## src/rtl/serial_word_pkg.sv

```systemverilog
// Shared definitions for the serial word transmitter and its shift-register-side checker.
package serial_word_pkg;

  typedef enum logic [2:0] {
    IDLE,
    START,
    DATA,
    PARITY,
    STOP
  } state_t;

  localparam logic LINE_IDLE = 1'b1;
  localparam logic START_LVL = 1'b0;
  localparam logic STOP_LVL  = 1'b1;

endpackage

```

## src/rtl/bit_tick_gen.sv

```systemverilog
// Bit-period divider: pulses tick on the last clock of every DIV-clock bit period.
module bit_tick_gen #(
  parameter int DIV = 1
) (
  input  logic clk,
  input  logic clr,
  input  logic restart,
  output logic tick
);

  localparam int            CW   = (DIV > 1) ? $clog2(DIV) : 1;
  localparam logic [CW-1:0] LAST = CW'(DIV - 1);

  logic [CW-1:0] r_cnt;

  assign tick = (r_cnt == LAST);

  // Count 0..DIV-1; a tick or a restart begins a fresh bit period at zero.
  always_ff @(posedge clk) begin
    if (!clr || restart || tick) r_cnt <= '0;
    else                         r_cnt <= r_cnt + 1'b1;
  end

endmodule

```

## src/rtl/serial_word_tx.sv

```systemverilog
// Serializes a parallel word, LSB first, as start / data / optional even parity / stop,
// holding each bit level for DIV clocks.
module serial_word_tx
  import serial_word_pkg::*;
#(
  parameter int WIDTH     = 4,
  parameter int DIV       = 1,
  parameter int PARITY_EN = 1
) (
  input  logic             clk,
  input  logic             clr,
  input  logic [WIDTH-1:0] din,
  input  logic             din_valid,
  output logic             din_ready,
  output logic             s_out,
  output logic             busy,
  output logic             frame_done
);

  localparam int            BW       = $clog2(WIDTH + 1);
  localparam logic [BW-1:0] LAST_BIT = BW'(WIDTH - 1);

  state_t           r_state;
  logic [WIDTH-1:0] r_shreg;
  logic             r_par;
  logic [BW-1:0]    r_bitcnt;
  logic [WIDTH-1:0] w_shift;
  logic             w_tick;
  logic             w_accept;

  // The divider is held at zero while idle so the start bit gets a full period.
  bit_tick_gen #(.DIV(DIV)) u_tick (
    .clk     (clk),
    .clr     (clr),
    .restart (r_state == IDLE),
    .tick    (w_tick)
  );

  assign din_ready = clr && (r_state == IDLE);
  assign w_accept  = din_valid && din_ready;
  assign w_shift   = r_shreg >> 1;

  // Frame sequencer: line level, busy and frame_done are all registered here.
  always_ff @(posedge clk) begin
    if (!clr) begin
      r_state    <= IDLE;
      r_bitcnt   <= '0;
      s_out      <= LINE_IDLE;
      busy       <= 1'b0;
      frame_done <= 1'b0;
    end else begin
      frame_done <= 1'b0;
      case (r_state)
        IDLE: begin
          s_out <= LINE_IDLE;
          if (w_accept) begin
            r_shreg  <= din;
            r_par    <= ^din;
            r_bitcnt <= '0;
            r_state  <= START;
            s_out    <= START_LVL;
            busy     <= 1'b1;
          end
        end
        START: begin
          if (w_tick) begin
            r_state <= DATA;
            s_out   <= r_shreg[0];
          end
        end
        DATA: begin
          if (w_tick) begin
            if (r_bitcnt == LAST_BIT) begin
              if (PARITY_EN != 0) begin
                r_state <= PARITY;
                s_out   <= r_par;
              end else begin
                r_state <= STOP;
                s_out   <= STOP_LVL;
              end
            end else begin
              r_bitcnt <= r_bitcnt + 1'b1;
              r_shreg  <= w_shift;
              s_out    <= w_shift[0];
            end
          end
        end
        PARITY: begin
          if (w_tick) begin
            r_state <= STOP;
            s_out   <= STOP_LVL;
          end
        end
        STOP: begin
          if (w_tick) begin
            r_state    <= IDLE;
            s_out      <= LINE_IDLE;
            busy       <= 1'b0;
            frame_done <= 1'b1;
          end
        end
        default: begin
          r_state <= IDLE;
          s_out   <= LINE_IDLE;
          busy    <= 1'b0;
        end
      endcase
    end
  end

endmodule

```

## config.mk

```make
export PLATFORM = sky130hd
export DESIGN_NAME = serial_word_tx
export DESIGN_NICKNAME = d
export VERILOG_FILES = /design/src/rtl/serial_word_pkg.sv /design/src/rtl/bit_tick_gen.sv /design/src/rtl/serial_word_tx.sv
export SDC_FILE = /design/constraint.sdc
export NUM_CORES = 1
export LEC_CHECK = 0
export CAP_MARGIN = 30
export CORE_MARGIN = 2
export CORE_UTILIZATION = 46
export CTS_CLUSTER_DIAMETER = 80
export CTS_CLUSTER_SIZE = 30
export DETAILED_ROUTE_END_ITERATION = 8
export PLACE_DENSITY = 0.72
export SLEW_MARGIN = 30
export SYNTH_ARGS = -nofsm -noshare
export SYNTH_HDL_FRONTEND = slang
export SYNTH_SLANG_ARGS = --single-unit
```

## constraint.sdc

```tcl
create_clock -name clk -period 1.73 [get_ports clk]
set_input_delay 0.346 -clock clk [delete_from_list [all_inputs] [get_ports clk]]
set_output_delay 0.346 -clock clk [all_outputs]
set_load 0.02 [all_outputs]
```

==> qor.yml, run 1 <==
outcome: "complete, no violations"
die_x_um: 45.3
grt_overflow: 0
vias: 627
avgViaCountPerCell: 5.36
r2r_slack_ps: 130
cp_slowest_cell: "clkdlybuf4s50_1"
finalCriticalPeriod_ps: 1630
min_to: "r_bitcnt[1]"
synthFlopType: "dfxtp_1"
async_flop_share_pct: 0
ys_ff_latch: 15
area_delta_synth_final_pct: 25.2
synth-edff-count: 5
finalSetupViolCount: 0
io_pins: 11
cts_root_buf: "clkbuf_4"
yosys.area.top_type: "dfxtp_1"
ir_drop_mv: 0.539
ant_nets: 0
first_global_vias: 577
rsz0062_at_grt: "false"
ys_seq_area_share_pct: 44.7
timing.rr.start: "r_state[1]"
fmax_mhz: 612
synth_area_per_cell_um2: 9.67
initial_core_util_pct: 50.2
grt_start_max_net_pins: 13
synth.most_common_cell: "dfxtp_1"
critPathLaunch: "clr"
reg2reg_depth: 5
holdCritStartpoint: "r_bitcnt[1]"
max_stage_delay_ps: 490
h-tree-depth: 1
yosys-top-cells-area: "dfxtp_1 26%, edfxtp_1 19%, mux2_2 5.8%"
antennaDiodeCount: 0
clkTransAtPathRegs_ps: 90
insertion_delay_ps: 290
min_path_cells: 2
numCtsBuffers: 3
skew_ps: 1.30
synth_area_um2: 783
timing.rr.end: "r_bitcnt[2]"
nNetsFinal: 111
num_rows: 14
cts_tree: "built"
grtUsageTotal_pct: 18.1
synthDominantCellAreaShare_pct: 25.6
power.leakage_nw: 0.378
crit_path_start_kind: "input port"
crit_fanout: 2
gp_congestion: 0.773
p_per_area_nw_per_um2: 811
drive_above_1_share_pct: 20.8
cts_buffer_depth: 2
syn_inst: 81
grt_pass1_wl_mm: 2.54
dieArea_um2: 2050
period_share_pct: 94.4
cp_data_arrival_time_ps: 1290
dieHeight_um: 45.3
firstDrtPassIters: 4
end_kind: "output pin"
yosysUniqueCellTypes: 36
fin_total_pwr_uw: 795
antenna_found_initial: 0
drt-total-wl_mm: 1.50
maxCapViolations: 0
coreArea_um2: 1560
hold_path.class: "reg -> reg"
synth_top_cells_by_count: "10 x dfxtp_1, 7 x nor2_1, 5 x edfxtp_1, 5 x inv_1, 5 x o21ai_0"
port_buffers: 10
syn-num-nets: 90
hold_violations: 0
drv_slew: 0
worstSetupPathType: "in -> out"
cts_sinks: 15
dpl.hpwl_mm: 1.13
wire_per_inst_um: 12.8
hold_ws_ps: 478
cp.required_ps: 1380
drc_errors: 0
drtIter0Drc: 9
path_cells: "clkdlybuf4s50_1 > nand2b_1 > nor3_1 > buf_2"
yosysWarningCount: 0
post_cts_buffers: 0
## repair_timing
| item | 4_1_cts | 5_1_grt |
|---|---|---|
| gates resized for setup | 5 | 0 |
| endpoints found under the setup margin | 1 | 0 |
| hold buffers | 0 | 0 |
## worst max path at each step
stage,end,slack (ps)
floorplan,r_par,60
global placement,din_ready,-360
detailed placement,din_ready,-360
CTS,din_ready,90
global route,r_bitcnt[2],20
finish,din_ready,100
## stage by stage
stage	worst slack [ps]	util (%)	cell area [µm²]	setup TNS (ps)	std cells
4_1_cts	93.9	62.9	981	0	117
6_report	96.2	62.9	981	0	117
2_1_floorplan	58.6	-	783	0	81
5_1_grt	20.6	62.9	981	0	117
3_5_place_dp	-360	61.5	958	-360	113
3_3_place_gp	-362	61.5	958	-362	113
## area by class of cell
type | instances | area, µm²
clock inverters | 1 | 5.00
inverters | 5 | 18.8
fillers | 131 | 578
well taps | 16 | 20.0
repair buffers | 21 | 178
flip-flops and latches | 15 | 350
clock buffers | 3 | 22.5
multi-input cells | 56 | 387
## state kept, by name (all words and copies together), names as in the netlist
name / flops
r_par: 1
r_state: 3
frame_done: 1
r_bitcnt: 3
busy: 1
s_out: 1
u_tick.r_cnt: 1
r_shreg: 4
## power by group
part	internal, mW	switching [mW]	leakage [nW]
clock	0.0861	0.118	0.0177
combinational	0.0985	0.0861	0.232
sequential	0.390	0.0159	0.128
total	0.575	0.220	0.378
## critical path, delay by kind of cell
family	cells	cell delay, ps
simple gates	2	250
buf+inv	2	690
## routing by layer
layer	track usage (%)	vias up	wire, µm
met1	22.6	289	677
met5	0	-	0
met4	7.06	0	22
met2	28.9	9	739
met3	6.00	4	56
li1	-	325	-
## cells by family (layout without fill, tap and decap cells)
group / Yosys count / in the layout / synth area share (%)
AO/OA/AOI/OAI: 14 / 14 / 10.9
XOR/XNOR: 5 / 5 / 5.59
adder cells (fa/ha/maj): 2 / 2 / 3.19
buffers and inverters: 10 / 30 / 5.91
flip-flops: 15 / 15 / 44.7
multiplexers: 7 / 7 / 9.58
other: 1 / 1 / 0.479
AND/OR/NAND/NOR: 27 / 27 / 19.7
## layout by cell type (no fill, tap or decap), drive strengths merged, types with 2 or more instances in the layout
master	n
buf	12
dfxtp	10
clkdlybuf4s50	9
nor2	7
inv	5
o21ai	5
edfxtp	5
mux2	4
xnor2	4
a21oi	4
nand2	3
mux2i	3
clkbuf	3
nor3	2
nand3b	2
nand3	2
ha	2
and2	2
No activity file was read; power rests on OpenSTA's default activity.
==> run 2, diff against run 1 <==
GPL_TIMING_DRIVEN = 0   (was not set)
==> qor.yml, run 2 (synthesized netlist as in run 1, its figures left out) <==
cts_sinks: 15  # unchanged
vias: 607  # -3.2%
rsz0062_at_grt: "false"
timing.rr.end: "r_bitcnt[2]"
hold_violations: 0  # unchanged
min_path_cells: 3  # +1
period_share_pct: 93.0  # -1.4 points
min_to: "r_bitcnt[1]"
mostFrequentLayoutCell: "dfxtp_1"
grt_pass1_wl_mm: 2.53  # -0.28%
grt_overflow: 0  # unchanged
post_cts_buffers: 0  # unchanged
dieHeight_um: 45.3  # unchanged
routedLengthMet1_um: 641  # -5.3%
ant_nets: 0  # unchanged
largest_register: "r_shreg"
hold_ws_ps: 397  # -81.4 ps
timing.rr.start: "r_state[1]"
p_per_area_nw_per_um2: 819  # +1.1%
crit_family: "buffers and inverters"
reg2reg_depth: 5  # unchanged
port_buffers: 10  # unchanged
gp_congestion: 0.824  # +6.6%
insertion_delay_ps: 280  # about the same
crit_fanout: 3  # +1
worstSetupPathType: "reg -> out"
ir_drop_mv: 0.514  # -4.6%
cp.required_ps: 1380  # about the same
finalCriticalPeriod_ps: 1610  # -24.8 ps
first_global_vias: 559  # -3.1%
fin_total_pwr_uw: 779  # -2.0%
cts_buffer_depth: 2  # unchanged
area_delta_synth_final_pct: 21.4
drtIter0Drc: 18  # +9
path_cells: "clkdlybuf4s50_1"
outcome: "complete, no violations"
drv_slew: 0  # unchanged
io_pins: 11  # unchanged
cp_data_arrival_time_ps: 1260  # -30 ps
largest_reg_flops: 4  # unchanged
end_kind: "output pin"
h-tree-depth: 1  # unchanged
drt-total-wl_mm: 1.41  # -6.0%
cts_tree: "built"
crit_buf_inv: 1  # -1
antennaDiodeCount: 0  # unchanged
max_stage_delay_ps: 620  # +130 ps
cp_slowest_cell: "clkdlybuf4s50_1"
numCtsBuffers: 3  # unchanged
drc_errors: 0  # unchanged
skew_ps: 1.05  # -0.258 ps
nNetsFinal: 104  # -6.3%
hold_path.class: "in -> reg"
finalSetupViolCount: 0  # unchanged
maxCapViolations: 0  # unchanged
coreArea_um2: 1560  # unchanged
cts_root_buf: "clkbuf_4"
layout_common_cells: "9 x dfxtp_1, 8 x clkdlybuf4s50_1, 6 x nor2_1"
holdCritStartpoint: "clr"
grt_start_max_net_pins: 14  # +1
power.leakage_nw: 0.356  # -5.9%
firstDrtPassIters: 4  # unchanged
dr_wl_met3_um: 49  # -13%
biggestRegsByFlops: "r_shreg: 4 flops, r_bitcnt: 3 flops, r_state: 3 flops"
avgViaCountPerCell: 5.52  # +3.0%
antenna_found_initial: 0  # unchanged
grtUsageTotal_pct: 18.0  # -0.11 points
r2r_slack_ps: 130  # about the same
fillCellCount: 146  # +11%
fmax_mhz: 621  # +1.5%
dieArea_um2: 2050  # unchanged
routed.top_layer: "met4"
die_x_um: 45.3  # unchanged
dpl.hpwl_mm: 1.07  # -5.6%
drive_above_1_share_pct: 19.1  # -1.6 points
crit_path_start_kind: "flip-flop"
num_rows: 14  # unchanged
dr_wl_met2_um: 695  # -6.0%
clkTransAtPathRegs_ps: 90  # about the same
initial_core_util_pct: 50.2  # unchanged
wire_per_inst_um: 12.8  # about the same
## run 2: worst max-delay path by stage
stage	start	endpoint	cells past startpoint
after floorplan	r_state[1]	r_par	4
after global placement	clr	din_ready	4
after detailed placement	clr	din_ready	4
after CTS	r_state[1]	r_bitcnt[2]	5
after global routing	r_state[1]	r_bitcnt[2]	5
final	busy	busy	1
## run 2: stage by stage
stage | std cells | TNS (ps) | cell area (µm²) | setup slack, ps | util (%)
2_1_floorplan | 81 | 0 | 783 | 58.6 | -
3_3_place_gp | 107 | -880 | 903 | -468 | 57.9
3_5_place_dp | 107 | -908 | 903 | -477 | 57.9
4_1_cts | 110 | 0 | 930 | 9.50 | 59.6
5_1_grt | 110 | 0 | 951 | 39.9 | 61.0
6_report | 110 | 0 | 951 | 121 | 61.0
## run 2: power breakdown
group | switching, mW | internal, mW | total [mW] | leakage, nW
sequential | 0.0161 | 0.391 | 0.407 | 0.129
combinational | 0.0876 | 0.0853 | 0.173 | 0.209
clock | 0.113 | 0.0860 | 0.199 | 0.0177
## run 2: timing repair
item,4_1_cts,5_1_grt
endpoints found under the hold margin,0,0
endpoints found under the setup margin,5,7
hold buffers,0,0
resized for setup,8,7
pin swaps,1,1
## run 2: area by class of cell
cell class	instances	area, µm²	area share (%)
Buffer	4	25.0	2.63
Clock buffer	3	22.5	2.37
Clock inverter	1	5.00	0.526
Inverter	5	18.8	1.97
Multi-Input combinational cell	56	408	42.9
Sequential cell	15	352	37.0
Tap cell	16	20.0	2.11
Timing Repair Buffer	10	100	10.5
## run 2: metal layers
metal / global-route usage, % / up-vias
met5: 0 / -
met4: 10.6 / 0
met3: 6.00 / 2
met2: 27.4 / 12
met1: 21.9 / 281
li1: - / 312
